File: src/rtl/push_button_conditioner_pkg.sv
// Shared types and helpers for the push-button conditioner.
//   btn_state_t : per-channel debounce FSM state
//   cnt_width() : width that holds the largest of the three timing constants without wrapping
package push_button_pkg;

  typedef enum logic [1:0] {
    IDLE,
    PRESS_WAIT,
    HELD,
    RELEASE_WAIT
  } btn_state_t;

  function automatic int unsigned cnt_width(input int unsigned debounce_cycles,
                                            input int unsigned repeat_delay,
                                            input int unsigned repeat_rate);
    int unsigned m;
    m = debounce_cycles;
    if (repeat_delay > m) m = repeat_delay;
    if (repeat_rate > m) m = repeat_rate;
    return (m < 1) ? 1 : $clog2(m + 1);
  endfunction

endpackage

File: src/rtl/push_button_conditioner_if.sv
// Board-side bundle of the push-button conditioner.
//   btn_up_raw / btn_dn_raw     : raw, bouncy, asynchronous buttons (1 = pressed)
//   push1 / push2               : one-cycle up/down strobes towards the counter
//   btn_up_level / btn_dn_level : debounced button levels
// master drives the raw buttons and observes the outputs; slave is the conditioner.
interface push_button_conditioner_if;

  logic btn_up_raw;
  logic btn_dn_raw;
  logic push1;
  logic push2;
  logic btn_up_level;
  logic btn_dn_level;

  modport master (
    output btn_up_raw,
    output btn_dn_raw,
    input  push1,
    input  push2,
    input  btn_up_level,
    input  btn_dn_level
  );

  modport slave (
    input  btn_up_raw,
    input  btn_dn_raw,
    output push1,
    output push2,
    output btn_up_level,
    output btn_dn_level
  );

endinterface

File: src/rtl/push_button_conditioner_channel.sv
// One button channel: 2-FF synchroniser, debounce FSM, saturating counters, one-shot strobe
// and optional hold-to-auto-repeat.
//   clk      : system clock
//   rst      : asynchronous active-high reset
//   raw_i    : raw button (asynchronous, bouncy)
//   strobe_o : registered single-cycle strobe (press accepted, or auto-repeat tick)
//   level_o  : registered debounced level
module button_channel
  import push_button_pkg::*;
#(
  parameter int unsigned DEBOUNCE_CYCLES = 500_000,
  parameter bit          REPEAT_EN       = 1'b1,
  parameter int unsigned REPEAT_DELAY    = 25_000_000,
  parameter int unsigned REPEAT_RATE     = 5_000_000,
  parameter int unsigned CntW            = 25
) (
  input  logic clk,
  input  logic rst,
  input  logic raw_i,
  output logic strobe_o,
  output logic level_o
);

  // Counters compare against "last" values: the transition happens on the edge at which the
  // N-th qualifying sample is seen, so the count before that edge is N-1.
  localparam logic [CntW-1:0] CntOne    = CntW'(1);
  localparam logic [CntW-1:0] CntMax    = {CntW{1'b1}};
  localparam logic [CntW-1:0] DebLast   = CntW'(DEBOUNCE_CYCLES - 1);
  localparam logic [CntW-1:0] DelayLast = CntW'(REPEAT_DELAY - 1);
  localparam logic [CntW-1:0] RateLast  = CntW'(REPEAT_RATE - 1);

  function automatic logic [CntW-1:0] sat_inc(input logic [CntW-1:0] v);
    return (v == CntMax) ? v : v + CntOne;
  endfunction

  logic            sync1_q, sync2_q;
  btn_state_t      state_q, state_d;
  logic [CntW-1:0] cnt_q, cnt_d;
  logic [CntW-1:0] rpt_q, rpt_d;
  logic            rpt_rate_q, rpt_rate_d;  // first repeat done, now pacing at REPEAT_RATE
  logic            level_q, level_d;
  logic            strobe_q, strobe_d;
  logic            fire;

  always_ff @(posedge clk or posedge rst) begin
    if (rst) begin
      sync1_q <= 1'b0;
      sync2_q <= 1'b0;
    end else begin
      sync1_q <= raw_i;
      sync2_q <= sync1_q;
    end
  end

  always_ff @(posedge clk or posedge rst) begin
    if (rst) begin
      state_q    <= IDLE;
      cnt_q      <= '0;
      rpt_q      <= '0;
      rpt_rate_q <= 1'b0;
      level_q    <= 1'b0;
      strobe_q   <= 1'b0;
    end else begin
      state_q    <= state_d;
      cnt_q      <= cnt_d;
      rpt_q      <= rpt_d;
      rpt_rate_q <= rpt_rate_d;
      level_q    <= level_d;
      strobe_q   <= strobe_d;
    end
  end

  always_comb begin
    state_d    = state_q;
    cnt_d      = cnt_q;
    rpt_d      = rpt_q;
    rpt_rate_d = rpt_rate_q;
    level_d    = level_q;
    fire       = 1'b0;

    unique case (state_q)
      IDLE: begin
        cnt_d = '0;
        if (sync2_q) begin
          state_d = PRESS_WAIT;
          cnt_d   = CntOne;
        end
      end

      PRESS_WAIT: begin
        if (!sync2_q) begin
          // Bounce: start qualification over.
          state_d = IDLE;
          cnt_d   = '0;
        end else if (cnt_q == DebLast) begin
          state_d    = HELD;
          level_d    = 1'b1;
          fire       = 1'b1;
          cnt_d      = '0;
          rpt_d      = '0;
          rpt_rate_d = 1'b0;
        end else begin
          cnt_d = sat_inc(cnt_q);
        end
      end

      HELD: begin
        if (!sync2_q) begin
          state_d = RELEASE_WAIT;
          cnt_d   = CntOne;
        end else if (REPEAT_EN) begin
          if (rpt_q == (rpt_rate_q ? RateLast : DelayLast)) begin
            fire       = 1'b1;
            rpt_d      = '0;
            rpt_rate_d = 1'b1;
          end else begin
            rpt_d = sat_inc(rpt_q);
          end
        end
      end

      RELEASE_WAIT: begin
        if (sync2_q) begin
          // Release glitch: back to HELD without a strobe, repeat timing starts over.
          state_d    = HELD;
          cnt_d      = '0;
          rpt_d      = '0;
          rpt_rate_d = 1'b0;
        end else if (cnt_q == DebLast) begin
          state_d = IDLE;
          level_d = 1'b0;
          cnt_d   = '0;
        end else begin
          cnt_d = sat_inc(cnt_q);
        end
      end

      default: begin
        state_d = IDLE;
        cnt_d   = '0;
      end
    endcase

    // Suppress a strobe that would sit directly behind another (e.g. REPEAT_DELAY of 1).
    strobe_d = fire & ~strobe_q;
  end

  assign strobe_o = strobe_q;
  assign level_o  = level_q;

endmodule

File: src/rtl/push_button_conditioner.sv
// Push-button conditioner: two debounced channels (up, down) feeding a single-cycle strobe
// arbiter so the downstream counter never sees push1 and push2 together.
//   clk    : system clock, rising edge
//   rst    : asynchronous active-high reset
//   bus_io : slave side of push_button_conditioner_if (raw buttons in; strobes and levels out)
module push_button_conditioner
  import push_button_pkg::*;
#(
  parameter int unsigned DEBOUNCE_CYCLES = 500_000,
  parameter bit          REPEAT_EN       = 1'b1,
  parameter int unsigned REPEAT_DELAY    = 25_000_000,
  parameter int unsigned REPEAT_RATE     = 5_000_000
) (
  input  logic                         clk,
  input  logic                         rst,
  push_button_conditioner_if.slave     bus_io
);

  localparam int unsigned CntW = cnt_width(DEBOUNCE_CYCLES, REPEAT_DELAY, REPEAT_RATE);

  logic up_strobe, dn_strobe;
  logic up_level, dn_level;
  logic dn_req;
  logic pend_q, pend_d;

  button_channel #(
    .DEBOUNCE_CYCLES (DEBOUNCE_CYCLES),
    .REPEAT_EN       (REPEAT_EN),
    .REPEAT_DELAY    (REPEAT_DELAY),
    .REPEAT_RATE     (REPEAT_RATE),
    .CntW            (CntW)
  ) u_up (
    .clk      (clk),
    .rst      (rst),
    .raw_i    (bus_io.btn_up_raw),
    .strobe_o (up_strobe),
    .level_o  (up_level)
  );

  button_channel #(
    .DEBOUNCE_CYCLES (DEBOUNCE_CYCLES),
    .REPEAT_EN       (REPEAT_EN),
    .REPEAT_DELAY    (REPEAT_DELAY),
    .REPEAT_RATE     (REPEAT_RATE),
    .CntW            (CntW)
  ) u_dn (
    .clk      (clk),
    .rst      (rst),
    .raw_i    (bus_io.btn_dn_raw),
    .strobe_o (dn_strobe),
    .level_o  (dn_level)
  );

  // push1 always wins; a down request that collides with it waits one cycle in pend_q.
  // Reset clears pend_q, so a deferred push2 is lost on reset.
  always_comb begin
    dn_req = dn_strobe | pend_q;
    pend_d = dn_req & up_strobe;
  end

  always_ff @(posedge clk or posedge rst) begin
    if (rst) begin
      pend_q <= 1'b0;
    end else begin
      pend_q <= pend_d;
    end
  end

  assign bus_io.push1        = up_strobe;
  assign bus_io.push2        = dn_req & ~up_strobe;
  assign bus_io.btn_up_level = up_level;
  assign bus_io.btn_dn_level = dn_level;

endmodule

File: src/flat_wrapper.sv
// flat-port wrapper written by rule: the top's interface ports become plain ports
module push_button_conditioner_flat import push_button_pkg::*;
#(
  parameter int unsigned DEBOUNCE_CYCLES = 500_000,
  parameter bit          REPEAT_EN       = 1'b1,
  parameter int unsigned REPEAT_DELAY    = 25_000_000,
  parameter int unsigned REPEAT_RATE     = 5_000_000
)
  (clk, rst, bus_io_btn_up_raw, bus_io_btn_dn_raw, bus_io_push1, bus_io_push2, bus_io_btn_up_level, bus_io_btn_dn_level);
  push_button_conditioner_if bus_io_i ();
  input  logic clk;
  input  logic rst;
  input wire logic [$bits(bus_io_i.btn_up_raw)-1:0] bus_io_btn_up_raw;
  input wire logic [$bits(bus_io_i.btn_dn_raw)-1:0] bus_io_btn_dn_raw;
  output wire logic [$bits(bus_io_i.push1)-1:0] bus_io_push1;
  output wire logic [$bits(bus_io_i.push2)-1:0] bus_io_push2;
  output wire logic [$bits(bus_io_i.btn_up_level)-1:0] bus_io_btn_up_level;
  output wire logic [$bits(bus_io_i.btn_dn_level)-1:0] bus_io_btn_dn_level;
  assign bus_io_i.btn_up_raw = bus_io_btn_up_raw;
  assign bus_io_i.btn_dn_raw = bus_io_btn_dn_raw;
  assign bus_io_push1 = bus_io_i.push1;
  assign bus_io_push2 = bus_io_i.push2;
  assign bus_io_btn_up_level = bus_io_i.btn_up_level;
  assign bus_io_btn_dn_level = bus_io_i.btn_dn_level;
  push_button_conditioner #(.DEBOUNCE_CYCLES(DEBOUNCE_CYCLES), .REPEAT_EN(REPEAT_EN), .REPEAT_DELAY(REPEAT_DELAY), .REPEAT_RATE(REPEAT_RATE)) u_core (.clk(clk), .rst(rst), .bus_io(bus_io_i));
endmodule
File: config.mk
export PLATFORM = sky130hd
export DESIGN_NAME = push_button_conditioner_flat
export DESIGN_NICKNAME = d
export VERILOG_FILES = /design/src/rtl/push_button_conditioner_pkg.sv /design/src/rtl/push_button_conditioner_if.sv /design/src/rtl/push_button_conditioner_channel.sv /design/src/rtl/push_button_conditioner.sv /design/src/flat_wrapper.sv
export SDC_FILE = /design/constraint.sdc
export NUM_CORES = 1
export LEC_CHECK = 0
export ABC_AREA = 0
export CAP_MARGIN = 20
export CORE_MARGIN = 2
export CORE_UTILIZATION = 39
export CTS_BUF_LIST = sky130_fd_sc_hd__clkbuf_2
export DETAILED_ROUTE_END_ITERATION = 8
export DONT_BUFFER_PORTS = 1
export PLACE_DENSITY = 0.57
export SETUP_SLACK_MARGIN = 0.1
export SYNTH_ARGS = -nofsm -noshare
export SYNTH_HDL_FRONTEND = slang
export SYNTH_SLANG_ARGS = --single-unit
File: constraint.sdc
create_clock -name clk -period 3.8 [get_ports clk]
set_clock_uncertainty 0.15 [all_clocks]
set_input_delay 0.57 -clock clk [delete_from_list [all_inputs] [get_ports clk]]
set_output_delay 0.57 -clock clk [all_outputs]
set_load 0.01 [all_outputs]
==> flow_summary.toml, run 1 <==
[finish]
drive_gt1_share_pct = 7.32
final_common_cell = "dfrtp_1"
final_cell_mix = "dfrtp_1, nand2_1, o21ai_0"
fin_cells = 1046
final_nets = 826
syn_to_final_growth_pct = 6.75

[timing]
fmax_mhz = 309
worst_pin_slew_ps = 1010
fin_hold_ws_ps = 218
slew_headroom_pct = 30.7
rsz0062_at_grt = "no"
finalSetupTns_ps = 0
hold_violations = 0
fin_crit_sh_pct = 85.3
slew_violations = 0
setup_viol = 0
fin_crit_ps = 3240

[clock_network]
cts_resized = 0
worstSkewPairLatency_ps = 730
cts-htree-levels = 4
cts-root-buf = "clkbuf_2"
clkTransAtPathRegs_ps = 190
cts_max_path_buffers = 2
clkSinkCount = 115
cts_inserted_buffers = 17
cts_tree = "done"

[detailed_routing]
via_per_inst = 6.22
vias = 6510
wl_per_cell_um = 17.3
drt-pass1-iter-count = 5
wl_um = 18100
ant_nets = 0
drt-initial-drc-count = 560
drc_errors = 0

[logic_synthesis]
synth_area_um2 = 6990
synth_seq_cells = 115
ys_seq_area_share_pct = 41.2
synth_warnings = 0
syn-num-nets = 832
ys_types = 72
async_flop_share_pct = 100
syn_avg_cell_area_um2 = 8.58
synth-edff-count = 0
synthCells = 814
synth_flop_cell = "dfrtp_1"

[floorplan]
die_width_um = 138
floorplan.initialDensity_pct = 40.1
core-area_um2 = 17400
rows = 48
die_y_um = 138
dieArea_um2 = 19000
pin_count = 8

[worst_setup_path]
end_kind = "flip-flop"
crit_path_max_fanout = 9
cp.required_ps = 4250
cp-start-kind = "flip-flop"
cp.arrival_ps = 3690
critical_path_class = "reg2reg"

[grt]
top_usage_layer = "met2"
grt_pass1_vias = 6169
use_met3_pct = 4.67
grt_pass1_wl_um = 30800
use_met1_pct = 27.7
grt.total_usage_pct = 20.3
grt_util_met2_pct = 32.3
grt_antenna_before_repair = 1
grt_max_degree = 69
overflow = 0

[power]
p_per_area_nw_per_um2 = 485
power.leakage_nw = 2.89
vdd.ir_drop.worst_mv = 0.213

[min_path]
hp-class = "reg2reg"

[placed_design]
dpl.cell_count = 1011
io_buffers = 0
gp_congestion = 0.871
dp_hpwl_um = 12200

[run_status]
outcome = "complete, no violations"

[run]
drv_cap = 0
## layout make-up
cell class                      count  area, um2
Clock inverter                     13        143
Antenna cell                        1       2.50
Timing Repair Buffer               17        135
Multi-Input combinational cell    633       3830
Tap cell                          225        282
Clock buffer                       18       90.1
Sequential cell                   115       2880
Fill cell                        1732       9960
Inverter                           24       93.8
## worst max-delay path: stages, from the launching register on
cell	delay (ps)
dfrtp_1	440
ha_1	240
and4_1	250
nand2_1	100
a2111oi_0	880
nand2b_1	440
nor2_1	270
a221o_1	350
## metal layers
| layer | vias up | part of all wire [%] |
|---|---|---|
| li1 | 3114 | - |
| met1 | 3218 | 48 |
| met2 | 156 | 47 |
| met3 | 22 | 4.0 |
| met4 | 0 | 1.1 |
| met5 | - | 0 |
## report_power, final
part,total (mW),switching (mW),leakage [nW],internal [mW]
clock network,0.849,0.495,0.144,0.354
registers,1.38,0.0836,1.58,1.30
logic,1.39,0.920,1.17,0.470
total,3.62,1.50,2.89,2.12
## timing repair
| item | 4_1_cts | 5_1_grt |
|---|---|---|
| hold buffers | 3 | 0 |
| setup buffers | 0 | 0 |
| hold endpoints to repair | 117 | 0 |
## cells by family after synthesis
logic type      share of synthesized area [%]
compound gates                           25.1
xor+xnor                                0.251
fa+ha+maj                                2.51
buf+inv                                  3.92
flops                                    41.2
simple gates                             27.0
## cell usage after synthesis, types with 7 or more instances
cell type  instances  area (um2)
or3_1              8        50.1
nor4_1            18         113
and3_1            13        81.3
and2_1            11        68.8
o31ai_1           26         195
nor2_1            46         173
a31oi_1           21         131
or4_1              8        60.1
nor4b_1            9        78.8
nand4_1           29         181
nand2_1           99         372
inv_1             24        90.1
a22o_1            14         123
a2bb2oi_1         15         131
a21oi_1           35         175
a41oi_1            7        61.3
o21ai_0           83         415
ha_1              14         175
clkbuf_1          35         131
nor3_1            25         125
and4_1            11        96.3
a21o_1             7        52.6
nand3_1           45         225
dfrtp_1          115        2880
## stage by stage
stage	total power, mW	util, %	area, um2	setup slack, ps
floorplan	2.44	-	6990	1180
finish	3.62	42.8	7460	560
detailed placement	2.78	41.3	7190	728
CTS	3.64	42.8	7450	661
global route	3.88	42.8	7460	378
global placement	2.74	41.3	7190	784
## sequential cells by signal, summed over array words and instances, names as in the netlist, named ones only
name and flops:
u_core.u_up.sync1_q 1, u_core.u_dn.state_q 1, u_core.u_up.rpt_rate_q 1, u_core.u_dn.level_o 1
u_core.u_dn.rpt_q 25, u_core.u_up.rpt_q 25, u_core.u_dn.rpt_rate_q 1, u_core.pend_q 1
u_core.u_up.level_o 1, u_core.u_dn.sync1_q 1, u_core.u_dn.sync2_q 1, u_core.u_up.strobe_o 1
u_core.u_up.state_q 1, u_core.u_up.sync2_q 1, u_core.u_dn.cnt_q 25, u_core.u_dn.strobe_o 1
u_core.u_up.cnt_q 25
## final timing paths
kind                       slack, ps                              from  depth (start not counted)                                end
setup / recovery                 560  u_core.u_up.rpt_q[0]$_DFFE_PP0P_                          7  u_core.u_up.rpt_q[10]$_DFFE_PP0P_
hold / removal                   220     u_core.u_dn.sync1_q$_DFF_PP0_                          0      u_core.u_dn.sync2_q$_DFF_PP0_
setup reg to reg                 560  u_core.u_up.rpt_q[0]$_DFFE_PP0P_                          7  u_core.u_up.rpt_q[10]$_DFFE_PP0P_
hold reg to reg                  220     u_core.u_dn.sync1_q$_DFF_PP0_                          0      u_core.u_dn.sync2_q$_DFF_PP0_
max in group asynchronous       2430                               rst                          3  u_core.u_dn.rpt_q[17]$_DFFE_PP0P_
min in group asynchronous        330                               rst                          3     u_core.u_up.strobe_o$_DFF_PP0_
(Power assumes the default switching activity.)
==> inputs of run 2 (changes only) <==
Settings changed: CORE_UTILIZATION 39 to 44, PLACE_DENSITY 0.57 to 0.63, SKIP_LAST_GASP set to 1.
==> flow_summary.toml, run 2 (synthesis results as in run 1) <==
[run_status]
outcome = "complete, no violations"

[clock_network]
clkTransAtPathRegs_ps = 180
cts_setup_buffers = 0
cts_max_path_buffers = 2
cts_inserted_buffers = 17
cts-root-buf = "clkbuf_2"
clkSinkCount = 115
cts-htree-levels = 4
worstSkewPairLatency_ps = 720
cts_resized = 0
cts_tree = "done"

[detailed_routing]
drt-initial-drc-count = 636
wl_per_cell_um = 16.9
wl_um = 17500
via_per_inst = 6.31
ant_nets = 0
drt-pass1-iter-count = 5
vias = 6553
drc_errors = 0

[power]
p_per_area_nw_per_um2 = 482
vdd.ir_drop.worst_mv = 0.229
power.leakage_nw = 2.89

[placed_design]
io_buffers = 0
dp_hpwl_um = 12000
gp_congestion = 0.908
dpl.cell_count = 1002
placed_area_um2 = 7180

[timing]
setup_viol = 0
fmax_mhz = 316
finalSetupTns_ps = 0
hold_violations = 0
fin_crit_ps = 3170
rsz0062_at_grt = "no"
slew_headroom_pct = 36.3
slew_violations = 0
worst_pin_slew_ps = 931
fin_hold_ws_ps = 229
fin_crit_sh_pct = 83.3

[floorplan]
core-area_um2 = 15700
pin_count = 8
dieArea_um2 = 16900
floorplan.initialDensity_pct = 44.5
die_y_um = 130
rows = 46
die_width_um = 130

[worst_setup_path]
cp_common_cell = "nand2_1"
crit_path_max_fanout = 10
cp.required_ps = 4240
r2r-start = "u_core.u_up.rpt_q[0]$_DFFE_PP0P_"
crit_path_max_incr_delay_ps = 820
reg2reg_depth = 7
r2r_slack_ps = 630
cp.arrival_ps = 3610
crit_family = "simple AND/OR/NAND/NOR gates"
path_depth = 7
cp_slowest_cell = "a2111oi_0"
cp_num_buf_inv = 0
end_kind = "flip-flop"
cp-start-kind = "flip-flop"
critical_path_class = "reg2reg"
r2r-end = "u_core.u_up.rpt_q[11]$_DFFE_PP0P_"
crit_chain = "ha_1, and4_1, nand2_1, a2111oi_0, nor2_1, nand2_1, o221ai_1"

[grt]
grt_pass1_vias = 6061
grt_pass1_wl_um = 29400
grt_antenna_before_repair = 1
use_met3_pct = 4.88
grt_util_met2_pct = 34.3
grt_max_degree = 39
top_usage_layer = "met2"
overflow = 0
use_met1_pct = 29.2
grt.total_usage_pct = 21.6

[finish]
final_common_cell = "dfrtp_1"
fin_cells = 1038
nFillCells = 1493
postLayoutCellArea_um2 = 7450
drive_gt1_share_pct = 7.31
final_nets = 826
final_cell_mix = "dfrtp_1, nand2_1, o21ai_0"
syn_to_final_growth_pct = 6.65

[min_path]
min_path_cells = 0
worst_hold_path.endpoint = "u_core.u_up.sync2_q$_DFF_PP0_"
min_from = "u_core.u_up.sync1_q$_DFF_PP0_"
hp-class = "reg2reg"

[run]
drv_cap = 0
run 2: how the worst max path moves through the flow:
| stage | start | end |
|---|---|---|
| after floorplan | u_core.u_dn.rpt_rate_q$_DFFE_PP0P_ | u_core.u_dn.rpt_q[14]$_DFFE_PP0P_ |
| after global placement | u_core.u_up.rpt_q[0]$_DFFE_PP0P_ | u_core.u_up.rpt_q[11]$_DFFE_PP0P_ |
| after detailed placement | u_core.u_dn.cnt_q[0]$_DFFE_PP0P_ | u_core.u_dn.rpt_q[23]$_DFFE_PP0P_ |
| after CTS | u_core.u_dn.cnt_q[0]$_DFFE_PP0P_ | u_core.u_dn.rpt_q[23]$_DFFE_PP0P_ |
| after global routing | u_core.u_dn.cnt_q[0]$_DFFE_PP0P_ | u_core.u_dn.rpt_q[23]$_DFFE_PP0P_ |
| final | u_core.u_up.rpt_q[0]$_DFFE_PP0P_ | u_core.u_up.rpt_q[11]$_DFFE_PP0P_ |
run 2: routing by layer:
| layer | share of wire, % | wire length (um) |
|---|---|---|
| met5 | 0 | 0 |
| met4 | 1.6 | 286 |
| met3 | 5.7 | 991 |
| met2 | 46 | 8140 |
| met1 | 46 | 8090 |
run 2: area by class of cell:
| class | count | area [um2] | area share [%] |
|---|---|---|---|
| Clock inverter | 13 | 141 | 1.90 |
| Sequential cell | 115 | 2880 | 38.6 |
| Antenna cell | 1 | 2.50 | 0.0336 |
| Tap cell | 216 | 270 | 3.63 |
| Inverter | 24 | 93.8 | 1.26 |
| Clock buffer | 19 | 95.1 | 1.28 |
| Multi-Input combinational cell | 633 | 3830 | 51.5 |
| Timing Repair Buffer | 17 | 135 | 1.81 |
run 2: per-stage QoR:
stage | util (%) | total power, mW | worst slack [ps]
after floorplan | - | 2.44 | 1180
after global placement | 45.7 | 2.70 | 794
after detailed placement | 45.7 | 2.75 | 743
after CTS | 47.4 | 3.60 | 684
after global routing | 47.4 | 3.84 | 399
final | 47.4 | 3.59 | 633
run 2: repair_timing:
action,CTS,global route
hold endpoints to repair,37,0
setup endpoints to repair,0,0
hold buffers,3,0
run 2: report_power, final:
group / switching [mW] / leakage (nW) / internal [mW] / total [mW]
clock: 0.482 / 0.146 / 0.359 / 0.841
sequential: 0.0843 / 1.58 / 1.30 / 1.38
combinational: 0.903 / 1.17 / 0.461 / 1.36
==> inputs of run 3 (changes only) <==
Clock period 3.8 ns to 2.7 ns, I/O delays scaled along.
==> flow_summary.toml, run 3 (synthesis results as in run 1) <==
[timing]
hold_violations = 0
rsz0062_at_grt = "yes"
slew_headroom_pct = 57.4
worst_pin_slew_ps = 638
slew_violations = 0
fin_ws_ps = 114
setup_viol = 0
finalSetupTns_ps = 0
fin_crit_sh_pct = 95.8
fin_crit_ps = 2590
fmax_mhz = 387

[worst_setup_path]
crit_path_max_incr_delay_ps = 520
crit_path_max_fanout = 7
end_kind = "flip-flop"
cp-start-kind = "flip-flop"
crit_chain = "or4b_1, or4_4, a2111oi_4, buf_4, or2b_4, o21ai_1, a22o_1"
critical_path_class = "reg2reg"
cp.arrival_ps = 3050
cp.required_ps = 3170
cp_slowest_cell = "or4b_1"

[finish]
drive_gt1_share_pct = 15.2
syn_to_final_growth_pct = 14.9
final_common_cell = "dfrtp_1"
final_nets = 873
final_core_util_pct = 51.1
nFillCells = 1434
final_cell_mix = "dfrtp_1, nand2_1, o21ai_0"
postLayoutCellArea_um2 = 8030

[placed_design]
gp_congestion = 0.930
placed_area_um2 = 7480
dp_hpwl_um = 12500
place_ws_ps = -16.2
io_buffers = 0

[floorplan]
die_y_um = 130
core-area_um2 = 15700
die_width_um = 130
dieArea_um2 = 16900
pin_count = 8
rows = 46
floorplan.initialDensity_pct = 44.5

[grt]
overflow = 0
grt_pass1_vias = 6341
grt.total_usage_pct = 22.1
grt_pass1_wl_um = 30300
grt_max_degree = 36
grt_antenna_before_repair = 1

[clock_network]
cts_inserted_buffers = 17
cts-htree-levels = 4
worstSkewPairLatency_ps = 710
clkTransAtPathRegs_ps = 190
cts-root-buf = "clkbuf_2"
cts_max_path_buffers = 2
cts_tree = "done"
clkSinkCount = 115

[detailed_routing]
drt-pass1-iter-count = 6
drt-initial-drc-count = 649
ant_nets = 0
wl_um = 18300
vias = 6785
via_per_inst = 6.25
wl_per_cell_um = 16.9
drc_errors = 0

[run]
drv_cap = 0

[power]
p_per_area_nw_per_um2 = 706
vdd.ir_drop.worst_mv = 0.463
power.leakage_nw = 3.21
power.total_mw = 5.67

[run_status]
outcome = "complete, no violations"

[min_path]
hp-class = "in2async"
[run 3: path summary, 6_finish.rpt]
path                                               startpoint  slack, ps                                end  depth (start not counted)
max reg2reg                u_core.u_dn.rpt_rate_q$_DFFE_PP0P_        110  u_core.u_dn.rpt_q[21]$_DFFE_PP0P_                          7
max in group asynchronous                                 rst       1690   u_core.u_up.cnt_q[6]$_DFFE_PP0P_                          3
min reg2reg                     u_core.u_up.sync1_q$_DFF_PP0_        230      u_core.u_up.sync2_q$_DFF_PP0_                          0
max                        u_core.u_dn.rpt_rate_q$_DFFE_PP0P_        110  u_core.u_dn.rpt_q[21]$_DFFE_PP0P_                          7
min in group clk                            bus_io_btn_dn_raw         80      u_core.u_dn.sync1_q$_DFF_PP0_                          1
min                                                       rst         80   u_core.u_up.rpt_q[2]$_DFFE_PP0P_                          2
[run 3: power breakdown]
| group | internal, mW | leakage (nW) | total (mW) | switching, mW |
|---|---|---|---|---|
| combinational | 0.865 | 1.45 | 2.23 | 1.36 |
| sequential | 1.83 | 1.57 | 1.94 | 0.110 |
| clock | 0.788 | 0.188 | 1.51 | 0.719 |
[run 3: metal layers]
metal / global-route usage, % / wire length [um] / up-vias
li1: - / - / 3207
met1: 30.0 / 8500 / 3356
met2: 35.2 / 8780 / 192
met3: 4.96 / 726 / 30
met4: 7.27 / 298 / 0
met5: 0 / 0 / -
[run 3: layout make-up]
cell class,count,area (um2),area share [%]
Clock inverter,15,235,2.93
Inverter,24,93.8,1.17
Antenna cell,1,2.50,0.0312
Tap cell,216,270,3.37
Timing Repair Buffer,63,509,6.34
Multi-Input combinational cell,634,3950,49.2
Clock buffer,17,85.1,1.06
Sequential cell,115,2880,35.9
[run 3: repair_timing]
item / in CTS / in global routing
hold endpoints to repair: 117 / 0
resized for setup: 4 / 25
cloned: 0 / 1
pin swaps: 0 / 5
buffers inserted: 0 / 9
hold buffers: 3 / 0
setup endpoints to repair: 23 / 49
[run 3: critical path: cells and delay by family, from the launching register on]
family                 cells  cell delay [ps]
AO/OA/AOI/OAI              3              660
flip-flops                 1              410
AND/OR/NAND/NOR            3             1130
buffers and inverters      1              170
[run 3: metrics by stage]
step | cells | hold slack [ps]
6_report | 1085 | 79.2
5_1_grt | 1085 | 17.3
4_1_cts | 1074 | 11.9
3_5_place_dp | 1039 | 193
3_3_place_gp | 1039 | 185
2_1_floorplan | 814 | 181
